## config.mk

```make
export PLATFORM = sky130hd
export DESIGN_NAME = instr_fetch_latch_flat
export DESIGN_NICKNAME = d
export VERILOG_FILES = /design/src/rtl/instr_fetch_latch_pkg.sv /design/src/rtl/instr_fetch_latch_if.sv /design/src/rtl/instr_fetch_latch_wait_timer.sv /design/src/rtl/instr_fetch_latch.sv /design/src/flat_wrapper.sv
export SDC_FILE = /design/constraint.sdc
export NUM_CORES = 1
export LEC_CHECK = 0
export CAP_MARGIN = 15
export CORE_MARGIN = 4
export CORE_UTILIZATION = 40
export CTS_CLUSTER_DIAMETER = 150
export CTS_CLUSTER_SIZE = 40
export DETAILED_ROUTE_END_ITERATION = 16
export PLACE_DENSITY_LB_ADDON = 0.3
export SKIP_LAST_GASP = 1
export SYNTH_ARGS = -nofsm -noshare
export SYNTH_HDL_FRONTEND = slang
export SYNTH_SLANG_ARGS = --single-unit
```

## constraint.sdc

```tcl
create_clock -name clk -period 2.1 [get_ports clk]
set_clock_uncertainty 0.05 [all_clocks]
set_input_delay 0.525 -clock clk [delete_from_list [all_inputs] [get_ports clk]]
set_output_delay 0.525 -clock clk [all_outputs]
set_load 0.02 [all_outputs]
```

## src/rtl/instr_fetch_latch_pkg.sv

```systemverilog
// Shared definitions for the instruction fetch latch: state encoding,
// instruction field positions and the default fetch timeout.
package instr_fetch_latch_pkg;

  typedef enum logic [1:0] {
    IDLE  = 2'b00,
    WAIT  = 2'b01,
    VALID = 2'b10
  } ifl_state_e;

  localparam int OPC_HI      = 15;
  localparam int REG_HI      = 11;
  localparam int IMM4_HI     = 3;
  localparam int IMM8_HI     = 7;
  localparam int DEF_TIMEOUT = 15;
  localparam int CNT_W       = 8;

endpackage

```

## src/rtl/instr_fetch_latch_if.sv

```systemverilog
// Fetch/memory/decode handshake bundle for the instruction fetch latch.
interface instr_fetch_latch_if;
  logic        fetch_req;
  logic [15:0] mem_data;
  logic        mem_ready;
  logic        consume;
  logic [15:0] ir;
  logic [3:0]  opcode;
  logic [3:0]  reg_sel;
  logic [3:0]  imm4;
  logic [7:0]  imm8;
  logic        ir_valid;
  logic        busy;
  logic        timeout_err;

  modport master (
    output fetch_req, mem_data, mem_ready, consume,
    input  ir, opcode, reg_sel, imm4, imm8, ir_valid, busy, timeout_err
  );

  modport slave (
    input  fetch_req, mem_data, mem_ready, consume,
    output ir, opcode, reg_sel, imm4, imm8, ir_valid, busy, timeout_err
  );
endinterface

```

## src/rtl/instr_fetch_latch_wait_timer.sv

```systemverilog
// Wait-cycle counter for an outstanding fetch; expired marks the last
// allowed wait cycle (count == TIMEOUT-1).
module wait_timer
  import instr_fetch_latch_pkg::*;
#(
  parameter int TIMEOUT = DEF_TIMEOUT
) (
  input  logic clk,
  input  logic reset,
  input  logic i_clr,
  input  logic i_en,
  output logic o_expired
);

  localparam logic [CNT_W-1:0] LIMIT = CNT_W'(TIMEOUT - 1);

  logic [CNT_W-1:0] r_cnt;

  always_ff @(posedge clk) begin
    if (reset || i_clr)
      r_cnt <= '0;
    else if (i_en)
      r_cnt <= r_cnt + 1'b1;
  end

  assign o_expired = (r_cnt == LIMIT);

endmodule

```

## src/rtl/instr_fetch_latch.sv

```systemverilog
// Instruction fetch latch: requests a word, waits for memory with a timeout,
// and holds it in ir until the decode stage consumes it.
module instr_fetch_latch
  import instr_fetch_latch_pkg::*;
#(
  parameter int TIMEOUT = DEF_TIMEOUT
) (
  input  logic                 clk,
  input  logic                 reset,
  instr_fetch_latch_if.slave   bus
);

  ifl_state_e  r_state;
  logic [15:0] r_ir;
  logic        r_ir_valid;
  logic        r_busy;
  logic        r_timeout_err;

  logic w_start;
  logic w_tmr_en;
  logic w_expired;

  // A new fetch starts from IDLE, or straight from VALID when the word is consumed.
  assign w_start  = bus.fetch_req &&
                    ((r_state == IDLE) || ((r_state == VALID) && bus.consume));
  // Hold the count at the limit so it can never run past TIMEOUT-1.
  assign w_tmr_en = (r_state == WAIT) && !bus.mem_ready && !w_expired;

  wait_timer #(.TIMEOUT(TIMEOUT)) u_wait_timer (
    .clk       (clk),
    .reset     (reset),
    .i_clr     (w_start),
    .i_en      (w_tmr_en),
    .o_expired (w_expired)
  );

  always_ff @(posedge clk) begin
    if (reset) begin
      r_state       <= IDLE;
      r_ir          <= 16'h0000;
      r_ir_valid    <= 1'b0;
      r_busy        <= 1'b0;
      r_timeout_err <= 1'b0;
    end else begin
      case (r_state)
        IDLE: begin
          if (bus.fetch_req) begin
            r_state       <= WAIT;
            r_busy        <= 1'b1;
            r_timeout_err <= 1'b0;
          end
        end
        WAIT: begin
          // Capture wins over timeout on the final wait cycle.
          if (bus.mem_ready) begin
            r_ir       <= bus.mem_data;
            r_state    <= VALID;
            r_ir_valid <= 1'b1;
            r_busy     <= 1'b0;
          end else if (w_expired) begin
            r_state       <= IDLE;
            r_busy        <= 1'b0;
            r_timeout_err <= 1'b1;
          end
        end
        VALID: begin
          if (bus.consume) begin
            r_ir_valid <= 1'b0;
            if (bus.fetch_req) begin
              r_state       <= WAIT;
              r_busy        <= 1'b1;
              r_timeout_err <= 1'b0;
            end else begin
              r_state <= IDLE;
            end
          end
        end
        default: begin
          r_state    <= IDLE;
          r_ir_valid <= 1'b0;
          r_busy     <= 1'b0;
        end
      endcase
    end
  end

  assign bus.ir          = r_ir;
  assign bus.ir_valid    = r_ir_valid;
  assign bus.busy        = r_busy;
  assign bus.timeout_err = r_timeout_err;
  assign bus.opcode      = r_ir[OPC_HI  -: 4];
  assign bus.reg_sel     = r_ir[REG_HI  -: 4];
  assign bus.imm4        = r_ir[IMM4_HI -: 4];
  assign bus.imm8        = r_ir[IMM8_HI -: 8];

endmodule

```

## src/flat_wrapper.sv

```systemverilog
// flat-port wrapper written by rule: the top's interface ports become plain ports
module instr_fetch_latch_flat import instr_fetch_latch_pkg::*;
#(
  parameter int TIMEOUT = DEF_TIMEOUT
)
  (clk, reset, bus_fetch_req, bus_mem_data, bus_mem_ready, bus_consume, bus_ir, bus_opcode, bus_reg_sel, bus_imm4, bus_imm8, bus_ir_valid, bus_busy, bus_timeout_err);
  instr_fetch_latch_if bus_i ();
  input  logic clk;
  input  logic reset;
  input wire logic [$bits(bus_i.fetch_req)-1:0] bus_fetch_req;
  input wire logic [$bits(bus_i.mem_data)-1:0] bus_mem_data;
  input wire logic [$bits(bus_i.mem_ready)-1:0] bus_mem_ready;
  input wire logic [$bits(bus_i.consume)-1:0] bus_consume;
  output wire logic [$bits(bus_i.ir)-1:0] bus_ir;
  output wire logic [$bits(bus_i.opcode)-1:0] bus_opcode;
  output wire logic [$bits(bus_i.reg_sel)-1:0] bus_reg_sel;
  output wire logic [$bits(bus_i.imm4)-1:0] bus_imm4;
  output wire logic [$bits(bus_i.imm8)-1:0] bus_imm8;
  output wire logic [$bits(bus_i.ir_valid)-1:0] bus_ir_valid;
  output wire logic [$bits(bus_i.busy)-1:0] bus_busy;
  output wire logic [$bits(bus_i.timeout_err)-1:0] bus_timeout_err;
  assign bus_i.fetch_req = bus_fetch_req;
  assign bus_i.mem_data = bus_mem_data;
  assign bus_i.mem_ready = bus_mem_ready;
  assign bus_i.consume = bus_consume;
  assign bus_ir = bus_i.ir;
  assign bus_opcode = bus_i.opcode;
  assign bus_reg_sel = bus_i.reg_sel;
  assign bus_imm4 = bus_i.imm4;
  assign bus_imm8 = bus_i.imm8;
  assign bus_ir_valid = bus_i.ir_valid;
  assign bus_busy = bus_i.busy;
  assign bus_timeout_err = bus_i.timeout_err;
  instr_fetch_latch #(.TIMEOUT(TIMEOUT)) u_core (.clk(clk), .reset(reset), .bus(bus_i));
endmodule
```

Yosys cells after proc, flatten, opt, wreduce, memory -nomap -nowiden
Cells that the tools add are included.

Bits in registers: 29. Input port bits: 21. Output and inout port bits: 39. Logic and storage cells: 51.

Add/subtract/negate cells: 1. Equal/unequal tests: 9. Multiplexer cells: 19. Bitwise operators: 1. Reductions and logical operators: 15.

Operators with widths (number): $mux W1 (11); $pmux W1 S3 (3); $add A8 B1 Y8 const B (1); $eq A8 B4 Y1 const B (1); $mux W2 (4); $ne A2 B2 Y1 const B (4); $pmux W2 S3 (1); $reduce_and A3 Y1 (2); $logic_and A1 B1 Y1 (4); $reduce_and A2 Y1 (2); $reduce_and A4 Y1 (1); $ne A3 B2 Y1 const B (1); $reduce_bool A3 Y1 (1); $eq A2 B1 Y1 const B (1); $eq A2 B2 Y1 const B (1); $logic_not A1 Y1 (2); $logic_not A2 Y1 (1); $logic_or A1 B1 Y1 (2); $ne A2 B1 Y1 const B (1); $not A1 Y1 (1).

Depth between registers and ports, before layout
Gate-level depths: netlist of the first run.

Depth after elaboration: 5. Mapped depth: 6. Gate-level depth less buffers: 5.

Modules after synthesis
Synthesis of the first run repeated with hierarchy kept, for this count alone.

Cell total of the unflattened synthesis: 157. Area, all modules: 1363.8 um^2.

By module, submodules not included: instr_fetch_latch (times used 1, cells an instance 115, area each 979.7 um^2, sequential area each 420.4 um^2); wait_timer (times used 1, cells an instance 42, area each 384.1 um^2, sequential area each 160.2 um^2).

Least setup slack after synthesis of the first run
Ideal clock, no wire load.

Kind: input-to-reg. Start point: input bus_mem_ready. End point: register u_core.u_wait_timer.r_cnt[6]. Setup time: 0.072 ns. Data arrival time: 1.635 ns. Required time: 1.978 ns. Setup slack: 0.343 ns. Stages on the path: 4. Buffers on the path: 1. Cells stage by stage: or3b_1 -> buf_2 -> or4_1 -> a21oi_1.

Word-level cells in the longest chain between the ends: 3.

Ends and longest elaborated chain: start, declared (RTL line flat_wrapper.sv:12) `input wire logic [$bits(bus_i.mem_ready)-1:0] bus_mem_ready;`; $logic_not A1 Y1 (RTL line instr_fetch_latch.sv:27) `assign w_tmr_en = (r_state == WAIT) && !bus.mem_ready && !w_expired;`; $logic_and A1 B1 Y1 (2 in series) (RTL line instr_fetch_latch.sv:27); end signal, assigned (RTL line instr_fetch_latch_wait_timer.sv:23) `r_cnt <= r_cnt + 1'b1;`; end, declared (RTL line instr_fetch_latch_wait_timer.sv:17) `logic [CNT_W-1:0] r_cnt;`.

No other way between the ends. A chain may end at the register's enable or synchronous reset.

Worst setup path after layout of the first run
Start point: register u_core.r_ir[3], in the netlist u_core.bus.ir[3]. End point: output bus_ir[3].

RTL lines: start, declared (RTL line instr_fetch_latch.sv:14) `logic [15:0] r_ir;`; start signal, assigned (RTL line instr_fetch_latch.sv:56) `r_ir <= bus.mem_data;`; end, declared (RTL line flat_wrapper.sv:14) `output wire logic [$bits(bus_i.ir)-1:0] bus_ir;`.

No word-level cell between the ends.

==> results, run 1 <==
- The placed standard-cell area is ~1900 µm².
- Based on the critical path, the design can be clocked at up to 525 MHz.
- The hold buffer count at CTS is 0.
- The number of failing hold endpoints at the final stage is 0.
- The kind of end point of the critical path is an output port.
- The path class of the tightest hold or removal check is flop to flop.
- The worst-case IR drop observed on VDD is about 0.37 mV.
- The share of the cycle needed by the critical path after routing is about nine tenths.
- The most used routing layer in global routing is met2.
- After floorplanning, the core was sized to cover 3340 µm².
- The effective utilization at floorplan is just over 40%.
- The weighted congestion at the end of routability-driven global placement is about 0.75.
- The total inserted antenna cells is 0.
- The worst reg-to-reg setup slack is around 0.4 ns.
- The met3 usage is a little over 7%.
- Including well taps, the total number of placed cells is 252.
- In this run the worst path has a maximum fanout of 4.
- The fraction of layout instances using a drive strength above 1 is a little under 8%.
- The routed layout has 1340 vias.
- Walking the worst path, the cells encountered are clkdlybuf4s50_1.
- Counting both buffers and inverters, the worst setup path holds a total of 1.
- The largest incremental delay on the critical path is between 0.6 and 0.7 ns.
- The kind of launch point of the worst setup path is a flop.
- The total number of placement rows is 21.
- For this run, the number of standard cells in the final layout without fillers is 260.
- The cell type group with the largest total delay on the critical path is buffers and inverters.
- The multiplexer share of the synthesized area is a little under 3%.
- Headroom to the max-slew limit came out at approximately 54%.
- The maximum buffer depth of the clock tree is 2.
- Setup repair after global routing left no endpoint under its margin.
- Dividing the detail-routed wire length by the instance count gives 13.5 µm.
- Yosys printed 0 warnings.
- The clock net in this run drives a total of 29 sinks.
- The largest individual stage delay along the critical path comes from the cell sky130_fd_sc_hd__clkdlybuf4s50_1.
- Setup total negative slack on the finished layout was measured at 0 ns.
- The synthesized netlist devotes roughly 1.8% of its cell area to adder and majority cells.
- In this run the mean area of a mapped cell was 8.19 µm².
- The share of the synthesized area in compound gates (AO/OA/AOI/OAI) is 19.0%.
- For met1 alone, demand over resource in global routing was roughly 17%.
- The number of max-cap violations is 0.
- The power per cell area is around 600 nW/µm².
- The worst path needs about 1.9 ns of the cycle, external delays included.
- The buffer cell driving the clock tree root is sky130_fd_sc_hd__clkbuf_4.
- The number of detailed-routing iterations run before antenna repair is 4.
- The detailed placement HPWL is between 2000 and 3000 µm.
- The number of resized instances in the post-cts repair step is 0.
- Clock latency on the worst-skew pair, taken at its later pin, is 0.33 ns.
- The path with the worst hold slack has its endpoint at u_core.bus.timeout_err.
- The number of port buffers is 59.
- Along the worst hold path, the cell count comes to 2.
- Synthesis produced a netlist with a net count of about 190.
- The post-layout net count is 236.
- The final-layout worst hold slack is 0.403 ns.
- After synthesis, the netlist uses 28 different library cells.
- In the routed layout, each cell is associated on average with a via count of about 5.2.
- The floorplan step set the die height to ~67 µm.
- The depth of the most critical reg-to-reg path is 3.
- The final number of max-transition violations came to 0.
- The residual DRC count is 0.
- The worst flop-to-flop path startpoint is u_core.r_state[0].
- The number of antenna violations at the first check in global routing is 0.
- The flow ran to the end, and the final reports show no timing, DRC or antenna violations.
- The fraction of met2 tracks used by global routing is between 20 and 30%.
- The total wire length is around 3500 µm.
- The via count of the first global-routing pass is 1207.
- The simple-gate area share of the yosys netlist is ~18%.
- In this run the critical register-to-register path is captured at u_core.u_wait_timer.r_cnt[7].
- In this run the static leakage power is between 0.0006 and 0.0007 µW.
- The total setup buffers inserted after CTS is 0.
- The first global-routing pass estimated ~5400 µm of wire.
- Relative to the synthesized area, the layout overhead comes to 43.1%.
- The total congestion overflow after global routing is 0.
- The number of levels in the clock H-tree is 2.
- The dominant combinational cell family by area after synthesis is compound AO/OA/AOI/OAI gates.
- The number of filler instances in the final layout is 324.
- From left edge to right edge, the die measures approximately 67 µm.
- In this run the most critical hold path is launched from u_core.bus.timeout_err.
- The first routing iteration left 28 violations.
- Entering global routing, the biggest net connects 21 pins.
- The number of primary I/O pins is 60.
- After clock tree synthesis, the clock-pin slew on the worst setup and hold paths is approximately 0.09 ns.
- The data arrival time of the critical path is 1.33 ns.
- The total global-route track usage is between 10% and 20%.
- The synthesized cell area is 1380 µm².
- The number of nets with antenna violations after detailed routing is 0.
- Clock tree synthesis inserted a total of 5 buffers.
- After routing the design area is just under 2000 µm².
- The final cell utilization of the core is between 50% and 60%.
- After Yosys synthesis, XOR and XNOR cells account for 0% of the synthesized area.
- Synthesis produced a netlist whose cell count is approximately 170.
- The required time reported for the critical path endpoint is 1.52 ns.
- The share of the yosys chip area belonging to registers is between 40% and 50%.
- The final count of negative-setup-slack endpoints is 0.
- For the pin with the worst max-slew slack, the measured transition is just under 0.7 ns.
- The kind of critical path is flop to output port.
- The die footprint is roughly 4400 µm².
- The CTS tree is yes.
- In this run, synthesis produced a sequential element count of 29.
## power by group
group          internal, µW  total [µW]  switching, µW  leakage [µW]
Combinational           107         204           96.3      0.000398
Sequential              568         583           15.9      0.000235
Clock                   194         390            196     0.0000413
Total                   869        1180            308      0.000675
## through the flow
step	total power, µW	setup WS [ns]
6_report	1180	0.194
5_1_grt	1240	0.124
2_1_floorplan	702	0.343
3_5_place_dp	800	-0.107
3_3_place_gp	795	-0.0485
4_1_cts	1190	0.165
## logic make-up (layout without fill, tap and decap cells)
group,Yosys count,after routing
AO/OA/AOI/OAI,43,43
adder cells (fa/ha/maj),2,2
buffers and inverters,39,85
flip-flops,29,29
multiplexers,4,4
AND/OR/NAND/NOR,51,51
## per-layer routing
metal / up-vias / routed length [µm]
met2: 51 / 1740
li1: 644 / -
met5: - / 0
met4: 0 / 67
met3: 6 / 265
met1: 639 / 1440
## state kept, by name, summed over array words and instances, names as in the netlist
name                       flops
u_core.bus.ir                 16
u_core.u_wait_timer.r_cnt      8
u_core.r_state                 2
u_core.bus.busy                1
u_core.bus.ir_valid            1
u_core.bus.timeout_err         1
## final cells by class
class,instances,area [µm²],share of cell area [%]
tap,46,57.6,2.92
clock inverter,1,5.00,0.254
clock buffer,7,65.1,3.30
sequential,29,581,29.5
inverter,10,37.5,1.91
timing repair buffer,67,651,33.0
multi-input combinational,100,573,29.1
## synth_stat cells
| cell | number | share of area [%] |
|---|---|---|
| sky130_fd_sc_hd__nand4_1 | 2 | 0.91 |
| sky130_fd_sc_hd__nand3_1 | 3 | 1.1 |
| sky130_fd_sc_hd__nor2_1 | 1 | 0.27 |
| sky130_fd_sc_hd__buf_2 | 1 | 0.36 |
| sky130_fd_sc_hd__o31ai_1 | 3 | 1.6 |
| sky130_fd_sc_hd__or3b_1 | 1 | 0.64 |
| sky130_fd_sc_hd__or2_2 | 1 | 0.45 |
| sky130_fd_sc_hd__o211ai_1 | 8 | 4.4 |
| sky130_fd_sc_hd__nor2b_1 | 1 | 0.45 |
| sky130_fd_sc_hd__or4_1 | 3 | 1.6 |
| sky130_fd_sc_hd__a21o_1 | 1 | 0.55 |
| sky130_fd_sc_hd__buf_4 | 20 | 11 |
| sky130_fd_sc_hd__clkbuf_1 | 8 | 2.2 |
| sky130_fd_sc_hd__dfxtp_1 | 29 | 42 |
| sky130_fd_sc_hd__clkinv_1 | 1 | 0.27 |
| sky130_fd_sc_hd__o21ai_0 | 2 | 0.73 |
| sky130_fd_sc_hd__nand2b_1 | 2 | 0.91 |
| sky130_fd_sc_hd__a21oi_1 | 23 | 8.4 |
| sky130_fd_sc_hd__a221oi_1 | 1 | 0.64 |
| sky130_fd_sc_hd__a211oi_1 | 5 | 2.7 |
| sky130_fd_sc_hd__nand2_1 | 32 | 8.7 |
| sky130_fd_sc_hd__nor3_1 | 1 | 0.36 |
| sky130_fd_sc_hd__mux2i_1 | 4 | 2.9 |
| sky130_fd_sc_hd__inv_1 | 9 | 2.5 |
| sky130_fd_sc_hd__ha_1 | 2 | 1.8 |
| sky130_fd_sc_hd__nand3b_1 | 2 | 1.1 |
| sky130_fd_sc_hd__and3b_1 | 1 | 0.64 |
| sky130_fd_sc_hd__and4b_1 | 1 | 0.73 |
## worst max-delay path by stage
stage	startpoint	endpoint	slack (ns)	cells after the start
global route	u_core.bus.ir[3]	bus_ir[3]	0.12	1
CTS	u_core.bus.ir[3]	bus_ir[3]	0.17	1
global placement	bus_mem_ready	u_core.u_wait_timer.r_cnt[7]	-0.05	4
floorplan	bus_mem_ready	u_core.u_wait_timer.r_cnt[6]	0.34	4
detailed placement	bus_mem_ready	u_core.u_wait_timer.r_cnt[7]	-0.11	4
finish	u_core.bus.ir[3]	bus_ir[3]	0.19	1
## cell usage in the layout (no fill, tap or decap), types with 2 or more instances in the layout
cell / Yosys / layout
sky130_fd_sc_hd__nand3_1: 3 / 3
sky130_fd_sc_hd__or4_1: 3 / 3
sky130_fd_sc_hd__o21ai_0: 2 / 2
sky130_fd_sc_hd__ha_1: 2 / 2
sky130_fd_sc_hd__nand2_1: 32 / 32
sky130_fd_sc_hd__clkdlybuf4s50_1: 0 / 59
sky130_fd_sc_hd__o31ai_1: 3 / 3
sky130_fd_sc_hd__mux2i_1: 4 / 4
sky130_fd_sc_hd__inv_1: 9 / 9
sky130_fd_sc_hd__o211ai_1: 8 / 8
sky130_fd_sc_hd__nand2b_1: 2 / 2
sky130_fd_sc_hd__clkbuf_4: 0 / 5
sky130_fd_sc_hd__a211oi_1: 5 / 5
sky130_fd_sc_hd__nand4_1: 2 / 2
sky130_fd_sc_hd__nand3b_1: 2 / 2
sky130_fd_sc_hd__buf_4: 20 / 8
sky130_fd_sc_hd__a21oi_1: 23 / 23
sky130_fd_sc_hd__clkbuf_8: 0 / 2
sky130_fd_sc_hd__dfxtp_1: 29 / 29
No activity file was read; power rests on OpenSTA's default activity.
==> inputs of run 2 (changes only) <==
SKIP_LAST_GASP = unset   (was 1)
==> results of run 2 <==
Final layout, timing and power as in run 1 (identical DEF).
==> inputs of run 3 (changes only) <==
CORE_MARGIN = 2   (was 4)
==> run 3 against run 2 <==
  * Worst setup slack worse by 0.0042 ns
  * Final area is 2.4% higher
  * Clock power rose by 43%
  * Worst hold slack barely moved
  * Via count decreased by 1.4%
  * Non-clock buffer count up 2
  * Power grew 14%
  * Clock-buffer cell count fell by 2
  * First-iteration DRC count up 7.1%
  * Routed wire length decreased by 6.0%
  * Flip-flop and latch count unchanged
  * Critical endpoint is now u_core.u_wait_timer.r_cnt[6]
==> results, run 3 (synthesis gave the netlist of run 1 again) <==
- The residual DRC count is 0.
- The most common cell after layout, fill and taps aside is sky130_fd_sc_hd__clkdlybuf4s50_1.
- The net count of the finished layout is approximately 240.
- The worst slew margin relative to its limit is slightly below 60%.
- The peak clock frequency supported by timing is 524 MHz.
- The clock drives 29 sinks.
- The number of port buffers is 59.
- After clock tree synthesis, the clock-pin slew on the worst setup and hold paths is 0.09 ns.
- The hold buffer count at CTS is 0.
- The number of failing hold endpoints at the final stage was 0.
- The first detailed-routing pass ran for 4 iterations.
- The maximum buffer depth of the clock tree is 2.
- Measured along the x axis, the die boundary spans between 60 and 70 µm.
- In the routed layout, each cell is associated on average with a via count of approximately 5.
- In the finished design, the share of the clock period the worst path needs comes to about nine tenths.
- The number of buffers added by the clock tree synthesis step is 5.
- On the worst path, the slowest cell contributes a delay of 0.50 ns.
- The number of max-cap violations is 0.
- The effective utilization at floorplan is roughly 42%.
- The fraction of layout instances using a drive strength above 1 is under 10%.
- The number of antenna violations at the first check in global routing is 0.
- The worst setup path is captured at a flop.
- The critical path is of the input pin to flop type.
- The buffer cell driving the clock tree root is sky130_fd_sc_hd__clkbuf_4.
- In this run the post-CTS setup repair buffer count came out at 0.
- The library cells used most frequently in the layout, excluding fill and tap cells, are 59 x sky130_fd_sc_hd__clkdlybuf4s50_1, 32 x sky130_fd_sc_hd__nand2_1, 29 x sky130_fd_sc_hd__dfxtp_1.
- The CTS tree is yes.
- Across every metal layer, demand over resource in global routing totals roughly 17%.
- The count of nets left with antenna violations once routing finished came out at 0.
- The kind of launch point of the worst setup path is an input pin.
- The run finished with clean final reports.
- The accumulated negative setup slack is 0 ns.
- Relative to the synthesized area, the layout overhead comes to 46.5%.
- The data arrival time of the critical path is around 2.1 ns.
- Gates resized during post-CTS repair numbered 0.
- The critical path goes through clkdlybuf4s50_1, or3b_1, or4_1, a21oi_1.
- The routed layout has 1321 vias.
- Entering global routing, the biggest net connects 21 pins.
- The detailed placement HPWL is roughly 2500 µm.
- The worst-margin pin slew is around 0.63 ns.
- The leakage power is roughly 0.00070 µW.
- IR analysis of the VDD net gives a maximum drop of about 0.50 mV.
- The via count of the first global-routing pass is ~1200.
- The violation count after the first detailed-route iteration is 30.
- The number of filler instances in the final layout is just under 300.
- The final cell utilization of the core is between 60% and 70%.
- The total congestion overflow after global routing is 0.
- The routed wire length per instance is roughly 13 µm.
- The library cell contributing the largest single delay on the critical path is sky130_fd_sc_hd__or4_1.
- The flip-flop count of the largest register, all copies and words added is 16.
- At the later pin of the worst-skew pair, clock insertion delay measures between 0.3 and 0.4 ns.
- The routed design could run at a clock period as short as about 1.9 ns.
- The global-route wire length before repair is 5580 µm.
- The weighted congestion at the end of routability-driven global placement is 0.777.
- Setup repair after global routing left no endpoint under its margin.
- The total wire length is 3300 µm.
- The total number of placement rows is 21.
- The final count of negative-setup-slack endpoints is 0.
- The area inside the core boundary is between 3000 and 4000 µm².
- The number of levels in the clock H-tree is 2.
- The worst min-delay path class is flop to flop.
- Along the worst path, the maximum fanout reaches 6.
- 0 antenna diodes ended up in the layout.
- The die footprint is between 3000 and 4000 µm².
- The final-layout worst hold slack is a little over 0.4 ns.
- During I/O placement, the number of pins put on the boundary was 60.
- The final number of max-transition violations is 0.
- At the worst endpoint, the required time is roughly 2.3 ns.
- Dividing total power by cell area gives a power density of roughly 670 nW/µm².
- The die boundary height is around 63 µm.
[run 3: worst max-delay path: cells and delay by family]
family / cells / cell delay (ns)
AO/OA/AOI/OAI: 1 / 0.18
buffers and inverters: 1 / 0.43
AND/OR/NAND/NOR: 2 / 0.95
[run 3: stage by stage]
stage / std cells / instance area [µm²] / setup slack (ns) / power (µW)
floorplan: 168 / 1380 / 0.343 / 702
global placement: 254 / 1910 / -0.0616 / 797
detailed placement: 254 / 1910 / -0.137 / 802
CTS: 262 / 2020 / 0.181 / 1360
global route: 262 / 2020 / 0.120 / 1410
finish: 262 / 2020 / 0.190 / 1350
[run 3: final cells by class]
type                            instances  area [µm²]  share of cell area, %
Inverter                               10        37.5                   1.86
Clock inverter                          3        65.1                   3.23
Tap cell                               46        57.6                   2.85
Sequential cell                        29         581                   28.8
Timing Repair Buffer                   69         666                   33.0
Clock buffer                            5        37.5                   1.86
Multi-Input combinational cell        100         573                   28.4
[run 3: where the power goes]
part	total [µW]	leakage (µW)	internal [µW]	switching, µW
combinational	205	0.000408	110	95.8
sequential	583	0.000235	568	15.9
clock	559	0.0000552	369	190
[run 3: final timing paths]
check                         startpoint                            to  slack [ns]  cells after the start
hold reg to reg   u_core.bus.timeout_err        u_core.bus.timeout_err        0.40                      2
setup / recovery           bus_mem_ready  u_core.u_wait_timer.r_cnt[6]        0.19                      4
hold / removal    u_core.bus.timeout_err        u_core.bus.timeout_err        0.40                      2
setup reg to reg       u_core.r_state[0]  u_core.u_wait_timer.r_cnt[6]        0.42                      3
[run 3: layer usage]
| layer | part of all wire (%) | up-vias | track usage [%] |
|---|---|---|---|
| met3 | 6.1 | 2 | 6.13 |
| met1 | 43 | 612 | 19.7 |
| met4 | 0.70 | 0 | 4.17 |
| met5 | 0 | - | 0 |
| met2 | 51 | 60 | 31.5 |
| li1 | - | 647 | - |
